$ cat src/rtl/conv_window_scheduler.sv
// Sliding-window scheduler: walks a KxK window over an input map, issues window
// reads, hands each window to the compute engine and writes results back densely.
//
// state   | meaning
// IDLE    | waiting for start; rejects maps smaller than the window
// READ    | window read request outstanding (enable=1, write=0)
// FEED    | window held in memory output registers for the compute engine
// WRITE   | result write request outstanding (enable=1, write=1)
// RELEASE | one-cycle enable gap; advance window position
// DONE    | one-cycle completion pulse
module conv_window_scheduler #(
  parameter int ADDR_W = 16,
  parameter int DATA_W = 16,
  parameter int K      = 5
) (
  input  logic              clk,
  input  logic              reset,
  input  logic              start,
  input  logic [ADDR_W-1:0] img_base,
  input  logic [ADDR_W-1:0] img_w,
  input  logic [ADDR_W-1:0] img_h,
  input  logic [ADDR_W-1:0] out_base,
  output logic              enable,
  output logic              write,
  output logic [ADDR_W-1:0] address,
  output logic [ADDR_W-1:0] offset,
  output logic [DATA_W-1:0] input_data,
  input  logic              finish,
  output logic              win_valid,
  input  logic              res_valid,
  input  logic [DATA_W-1:0] res_data,
  output logic              busy,
  output logic              done,
  output logic              error
);

  typedef enum logic [2:0] {
    IDLE    = 3'd0,
    READ    = 3'd1,
    FEED    = 3'd2,
    WRITE   = 3'd3,
    RELEASE = 3'd4,
    DONE    = 3'd5
  } state_t;

  localparam logic [ADDR_W-1:0] K_A = ADDR_W'(K);

  state_t            state_q, state_d;
  logic [ADDR_W-1:0] img_w_q, img_h_q, out_base_q;
  logic [ADDR_W-1:0] row_q, col_q, out_idx_q, row_addr_q;
  logic              error_q;
  logic              bad_dims, last_col, last_row, last_win;

  assign bad_dims = (img_w < K_A) || (img_h < K_A);
  assign last_col = (col_q == img_w_q - K_A);
  assign last_row = (row_q == img_h_q - K_A);
  assign last_win = last_col && last_row;
  assign error    = error_q;

  always_ff @(posedge clk or posedge reset) begin
    if (reset) state_q <= IDLE;
    else       state_q <= state_d;
  end

  always_comb begin
    state_d   = state_q;
    enable    = 1'b0;
    write     = 1'b0;
    win_valid = 1'b0;
    busy      = 1'b1;
    done      = 1'b0;
    case (state_q)
      IDLE: begin
        busy = 1'b0;
        if (start && !bad_dims) state_d = READ;
      end
      READ: begin
        enable = 1'b1;
        if (finish) state_d = FEED;
      end
      FEED: begin
        win_valid = 1'b1;
        if (res_valid) state_d = WRITE;
      end
      WRITE: begin
        enable = 1'b1;
        write  = 1'b1;
        if (finish) state_d = RELEASE;
      end
      RELEASE: state_d = last_win ? DONE : READ;
      DONE: begin
        done    = 1'b1;
        state_d = IDLE;
      end
      default: state_d = IDLE;
    endcase
  end

  // row_addr_q tracks img_base + row*img_w so no multiplier is needed
  always_ff @(posedge clk or posedge reset) begin
    if (reset) begin
      img_w_q    <= '0;
      img_h_q    <= '0;
      out_base_q <= '0;
      row_q      <= '0;
      col_q      <= '0;
      out_idx_q  <= '0;
      row_addr_q <= '0;
      address    <= '0;
      offset     <= '0;
      input_data <= '0;
      error_q    <= 1'b0;
    end else begin
      error_q <= 1'b0;
      case (state_q)
        IDLE: begin
          if (start) begin
            if (bad_dims) begin
              error_q <= 1'b1;
            end else begin
              img_w_q    <= img_w;
              img_h_q    <= img_h;
              out_base_q <= out_base;
              row_q      <= '0;
              col_q      <= '0;
              out_idx_q  <= '0;
              row_addr_q <= img_base;
              address    <= img_base;
              offset     <= img_w;
            end
          end
        end
        FEED: begin
          if (res_valid) begin
            input_data <= res_data;
            address    <= out_base_q + out_idx_q;
          end
        end
        RELEASE: begin
          out_idx_q <= out_idx_q + ADDR_W'(1);
          if (last_col) begin
            col_q      <= '0;
            row_q      <= row_q + ADDR_W'(1);
            row_addr_q <= row_addr_q + img_w_q;
          end else begin
            col_q <= col_q + ADDR_W'(1);
          end
          // address keeps the final write address once the job completes
          if (!last_win) begin
            if (last_col) address <= row_addr_q + img_w_q;
            else          address <= row_addr_q + col_q + ADDR_W'(1);
          end
        end
        default: ;
      endcase
    end
  end

endmodule

$ cat config.mk
export PLATFORM = sky130hd
export DESIGN_NAME = conv_window_scheduler
export DESIGN_NICKNAME = d
export VERILOG_FILES = /design/src/rtl/conv_window_scheduler.sv
export SDC_FILE = /design/constraint.sdc
export NUM_CORES = 1
export LEC_CHECK = 0
export CAP_MARGIN = 20
export CORE_ASPECT_RATIO = 0.9
export CORE_MARGIN = 5
export CORE_UTILIZATION = 40
export DETAILED_ROUTE_END_ITERATION = 6
export DONT_BUFFER_PORTS = 1
export SETUP_SLACK_MARGIN = 0.4
export SYNTH_ARGS = -nofsm -noshare
export SYNTH_HDL_FRONTEND = slang
export SYNTH_SLANG_ARGS = --single-unit
$ cat constraint.sdc
create_clock -name clk -period 8.8 [get_ports clk]
set_input_delay 0.88 -clock clk [delete_from_list [all_inputs] [get_ports clk]]
set_output_delay 0.88 -clock clk [all_outputs]
set_load 0.1 [all_outputs]
# After elaboration in Yosys (flattened, before gate mapping)
# Index checks and enable logic that the tools add are counted.
totals:
  inputBits: 85
  out_inout_bits: 54
  ff_bits: 148
  elab_cells: 81
op_classes:
  n_lt_le_gt_ge: 2
  addsub: 9
  n_mux: 29
  bitwise: 1
  reduce_logical: 14
  n_eq_ne: 15
ops:
  columns: ["operator", "n"]
  rows:
  - ["two-way mux 16 bit", 10]
  - ["one-hot mux 16 bit (2 select lines)", 4]
  - ["adder 16 x 1 -> 16 bit, second input constant", 4]
  - ["adder 16 bit", 3]
  - ["one-hot mux 16 bit (3 select lines)", 1]
  - ["equality test 16 bit", 2]
  - ["less-than comparator 16 x 3 -> 1 bit, second input constant", 2]
  - ["subtractor 16 x 3 -> 16 bit, second input constant", 2]
  - ["inequality test 2 bit, second input constant", 8]
  - ["two-way mux 3 bit", 5]
  - ["one-hot mux 3 bit (5 select lines)", 1]
  - ["two-way mux 1 bit", 8]
  - ["AND reduction 4 bit", 2]
  - ["equality test 3 x 2 -> 1 bit, second input constant", 2]
  - ["equality test 3 bit, second input constant", 2]
  - ["AND reduction 3 bit", 2]
  - ["AND reduction 5 bit", 1]
  - ["equality test 3 x 1 -> 1 bit, second input constant", 1]
  - ["zero test 3 bit", 1]
  - ["nonzero test 3 bit", 1]
  - ["logical AND 1 bit", 2]
  - ["AND reduction 2 bit", 1]
  - ["nonzero test 2 bit", 1]
  - ["OR reduction 2 bit", 1]
  - ["other kinds (3)", 3]

# Depth between registers and ports, before layout
logic_depth:
  ltp_word: 6
  mapped_depth: 14
  ltp_nobuf: 12

# Worst setup path before layout
# No wires, ideal clock.
synth_timing:
  kind: "register -> register"
  from: "register img_w_q[0]"
  to: "register row_q[5]"
  required_ns: 8.722
  path_buffers: 2
  synth_period_minus_slack_ns: 3.623
  stages_incl_launch_ff: 14
  arrival_time_ns: 3.545
  setup_slack_ns: 5.177
  path_cell_list: "dfrtp_1 inv_1 ha_1 nand2b_1 clkbuf_1 a311oi_1 a31oi_1 a2111oi_4 nand4b_2 o21ai_2 nand2_2 buf_6 or4_1 a21oi_1"
synth_via:
  elab_chain_cells: 4
synth_rtl:
  columns: ["element", "line_no", "text"]
  rows:
  - ["from (decl)", "49", "logic [ADDR_W-1:0] img_w_q, img_h_q, out_base_q;"]
  - ["from (signal assigned)", "121", "img_w_q <= img_w;"]
  - ["subtractor 16 x 3 -> 16 bit", "55", "assign last_col = (col_q == img_w_q - K_A);"]
  - ["equality test 16 bit", "55", null]
  - ["inequality test 2 bit (no line)", null, null]
  - ["AND reduction 4 bit (no line)", null, null]
  - ["to (signal assigned)", "143", "row_q <= row_q + ADDR_W'(1);"]
  - ["to (decl)", "50", "logic [ADDR_W-1:0] row_q, col_q, out_idx_q, row_addr_q;"]
# Every way passes these cells.
# A chain may end at the register's enable or synchronous reset.

# Worst setup path in the final report
layout_timing:
  from: "register img_w_q[1]"
  to: "register row_q[15]"
# Same word-level chain as after synthesis.

==> out/qor.yml <==
status: "finished, final reports clean"
fp.coreArea_um2: 24300
cts_buffers: 17
drc: 0
cp.arrival_ns: 4.88
synthCells: 1063
cts.sinks: 148
via_per_inst: 5.72
dp.final_hpwl_mm: 20.3
postCtsSetupBuffers: 0
overflow: 0
synth_commonest_cells: "dfrtp_1, nor2_1, nand2_1"
die_w_um: 176
io_pins: 139
min_period_ns: 4.53
drive_gt1_frac: 0.125
critPathRequiredTime_ns: 9.15
fin_crit_sh: 0.515
synthTopCellsByArea: "dfrtp_1, mux2_2, ha_1"
p_leak_nw: 4.58
io_buffers: 0
first_pass_iters: 5
cts_tree: "built"
grt_pass1_wl_mm: 42.6
switching_share: 0.539
cts.path.max_buffers: 2
p_per_area_nw_per_um2: 435
maxSlewViolCount: 0
r2r_slack_ns: 4.27
async_flop_share: 1.00
post-synth-top-count-cell: "dfrtp_1"
ctsHoldBuffers: 0
htreeDepth: 4
area_delta_synth_final_pct: 10.0
ant_nets: 0
comb_power_share: 0.426
synth_flop_cell: "dfrtp_1"
tns_ns: 0
die_h_um: 159
rows: 54
synth_seq_cells: 148
avgSynthCellArea_um2: 9.31
hold_path_class: "in -> async"
setup_violations: 0
seqCellArea_um2: 3700
syn_area_um2: 9890
antenna_found_initial: 0
rsz0062_at_grt: "false"
cts.reportedPaths.clkPinSlew_ns: 0.07
power_frac_seq: 0.406
max_clock_freq_ghz: 0.221
track_usage: 0.191
internal-power_mw: 2.19
wl_per_cell_um: 19.5
crit_type: "reg -> reg"
slew_headroom: 0.237
crit_path_start_kind: "flop"
switchingPower_mw: 2.55
endpoint_kind: "flop"
synth_cell_types: 77
synth_area_leader_cell: "dfrtp_1"
hold_ws_ns: 0.450
gp_congestion: 0.858
maxCapViolCount: 0
ir_drop_uv: 169
cts_resized: 0
num_vias: 7875
finalHoldViolCount: 0
antennaDiodeCount: 0
dieArea_um2: 28000
syn_nets: 1201
synth_top_cell_area_share: 0.374
power.share.clock: 0.168
grt_pass1_vias: 7455
synth_edf_count: 0
multiInputGateArea_um2: 5930
drt_iter0_drc: 583
start_util: 0.407
critical_path.max_fanout: 34
yosysWarnings: 0
clock_skew_ns: 0.0134
root_buffer: "clkbuf_16"
routed_wirelength_mm: 26.8
num-fill-cells: 2353
clock_latency_ns: 0.43
nets: 1193
ys_seq_area_frac: 0.374
worst_pin_slew_ns: 1.13
grt_start_max_net_pins: 90
## placed cells by master (no fill, tap or decap), drive strengths merged, types with 19 or more instances in the layout
cell and count:
nand2 95, inv 29, mux2 65, dfrtp 148, nand3 34, nor3 19
xor2 60, xnor2 47, nor2 96, o21ai 85, a21oi 59, ha 50
clkbuf 21
## cells by family (layout without fill, tap and decap cells)
| kind of cell | count (synthesis) | after routing | synth area share |
|---|---|---|---|
| AND/OR/NAND/NOR | 347 | 347 | 0.175 |
| AO/OA/AOI/OAI | 261 | 261 | 0.172 |
| flip-flops | 148 | 148 | 0.374 |
| XOR/XNOR | 107 | 107 | 0.0947 |
| multiplexers | 78 | 78 | 0.0871 |
| buffers and inverters | 69 | 74 | 0.0285 |
| adder cells (fa/ha/maj) | 53 | 53 | 0.0693 |
## stage by stage
| stage | cell area (µm²) | power, mW | setup slack, ns | cells | util |
|---|---|---|---|---|---|
| 2_1_floorplan | 9890 | 3.42 | 3.94 | 1063 | - |
| 3_3_place_gp | 10300 | 3.91 | 4.48 | 1344 | 0.422 |
| 3_5_place_dp | 10300 | 3.93 | 4.32 | 1344 | 0.422 |
| 4_1_cts | 10900 | 4.75 | 4.31 | 1376 | 0.448 |
| 5_1_grt | 10900 | 5.04 | 3.94 | 1376 | 0.448 |
| 6_report | 10900 | 4.74 | 4.27 | 1376 | 0.448 |
## layer usage
| metal | track usage | vias up | part of all wire |
|---|---|---|---|
| li1 | - | 3848 | - |
| met5 | 0 | - | 0 |
| met1 | 0.293 | 3785 | 0.49 |
| met3 | 0.0643 | 20 | 0.086 |
| met2 | 0.259 | 222 | 0.41 |
| met4 | 0.0365 | 0 | 0.0097 |
## power groups by stage
stage / combinational, mW / clock [mW] / sequential [mW]
finish: 2.02 / 0.795 / 1.92
global route: 2.23 / 0.846 / 1.97
CTS: 2.01 / 0.816 / 1.92
detailed placement: 1.99 / 0 / 1.93
global placement: 1.98 / 0 / 1.93
floorplan: 1.49 / 0 / 1.93
## state kept, by name, summed over array words and instances, names as in the netlist
signal	flops
address	16
col_q	16
error	1
img_h_q	16
img_w_q	16
input_data	16
out_base_q	16
out_idx_q	16
row_addr_q	16
row_q	16
state_q	3
## layout make-up
| cell class | count | share of cell area |
|---|---|---|
| clock inverters | 11 | 0.0159 |
| inverters | 28 | 0.0101 |
| well taps | 308 | 0.0354 |
| multi-input cells | 846 | 0.545 |
| flip-flops and latches | 148 | 0.340 |
| clock buffers | 21 | 0.0423 |
| repair buffers | 14 | 0.0115 |
## critical path, cell delays in order, from the launching register on
cell       delay, ns
dfrtp_1         1.09
inv_1           0.14
ha_1            0.29
nand2b_1        0.30
a311oi_1        0.38
a31oi_1         0.14
a2111oi_4       0.23
nand4b_2        0.22
o21ai_2         0.44
nand2_2         0.45
or4_1           0.61
a21oi_1         0.16
## final timing paths
path | start | cells after the start | end
setup / recovery | img_w_q[1]$_DFFE_PP0P_ | 11 | row_q[15]$_DFFE_PP0P_
hold / removal | reset | 1 | input_data[3]$_DFFE_PP0P_
setup reg to reg | img_w_q[1]$_DFFE_PP0P_ | 11 | row_q[15]$_DFFE_PP0P_
hold reg to reg | out_base_q[13]$_DFFE_PP0P_ | 1 | out_base_q[13]$_DFFE_PP0P_
max in group asynchronous | reset | 2 | img_w_q[3]$_DFFE_PP0P_
min in group clk | out_base_q[13]$_DFFE_PP0P_ | 1 | out_base_q[13]$_DFFE_PP0P_
(Power assumes the default switching activity.)
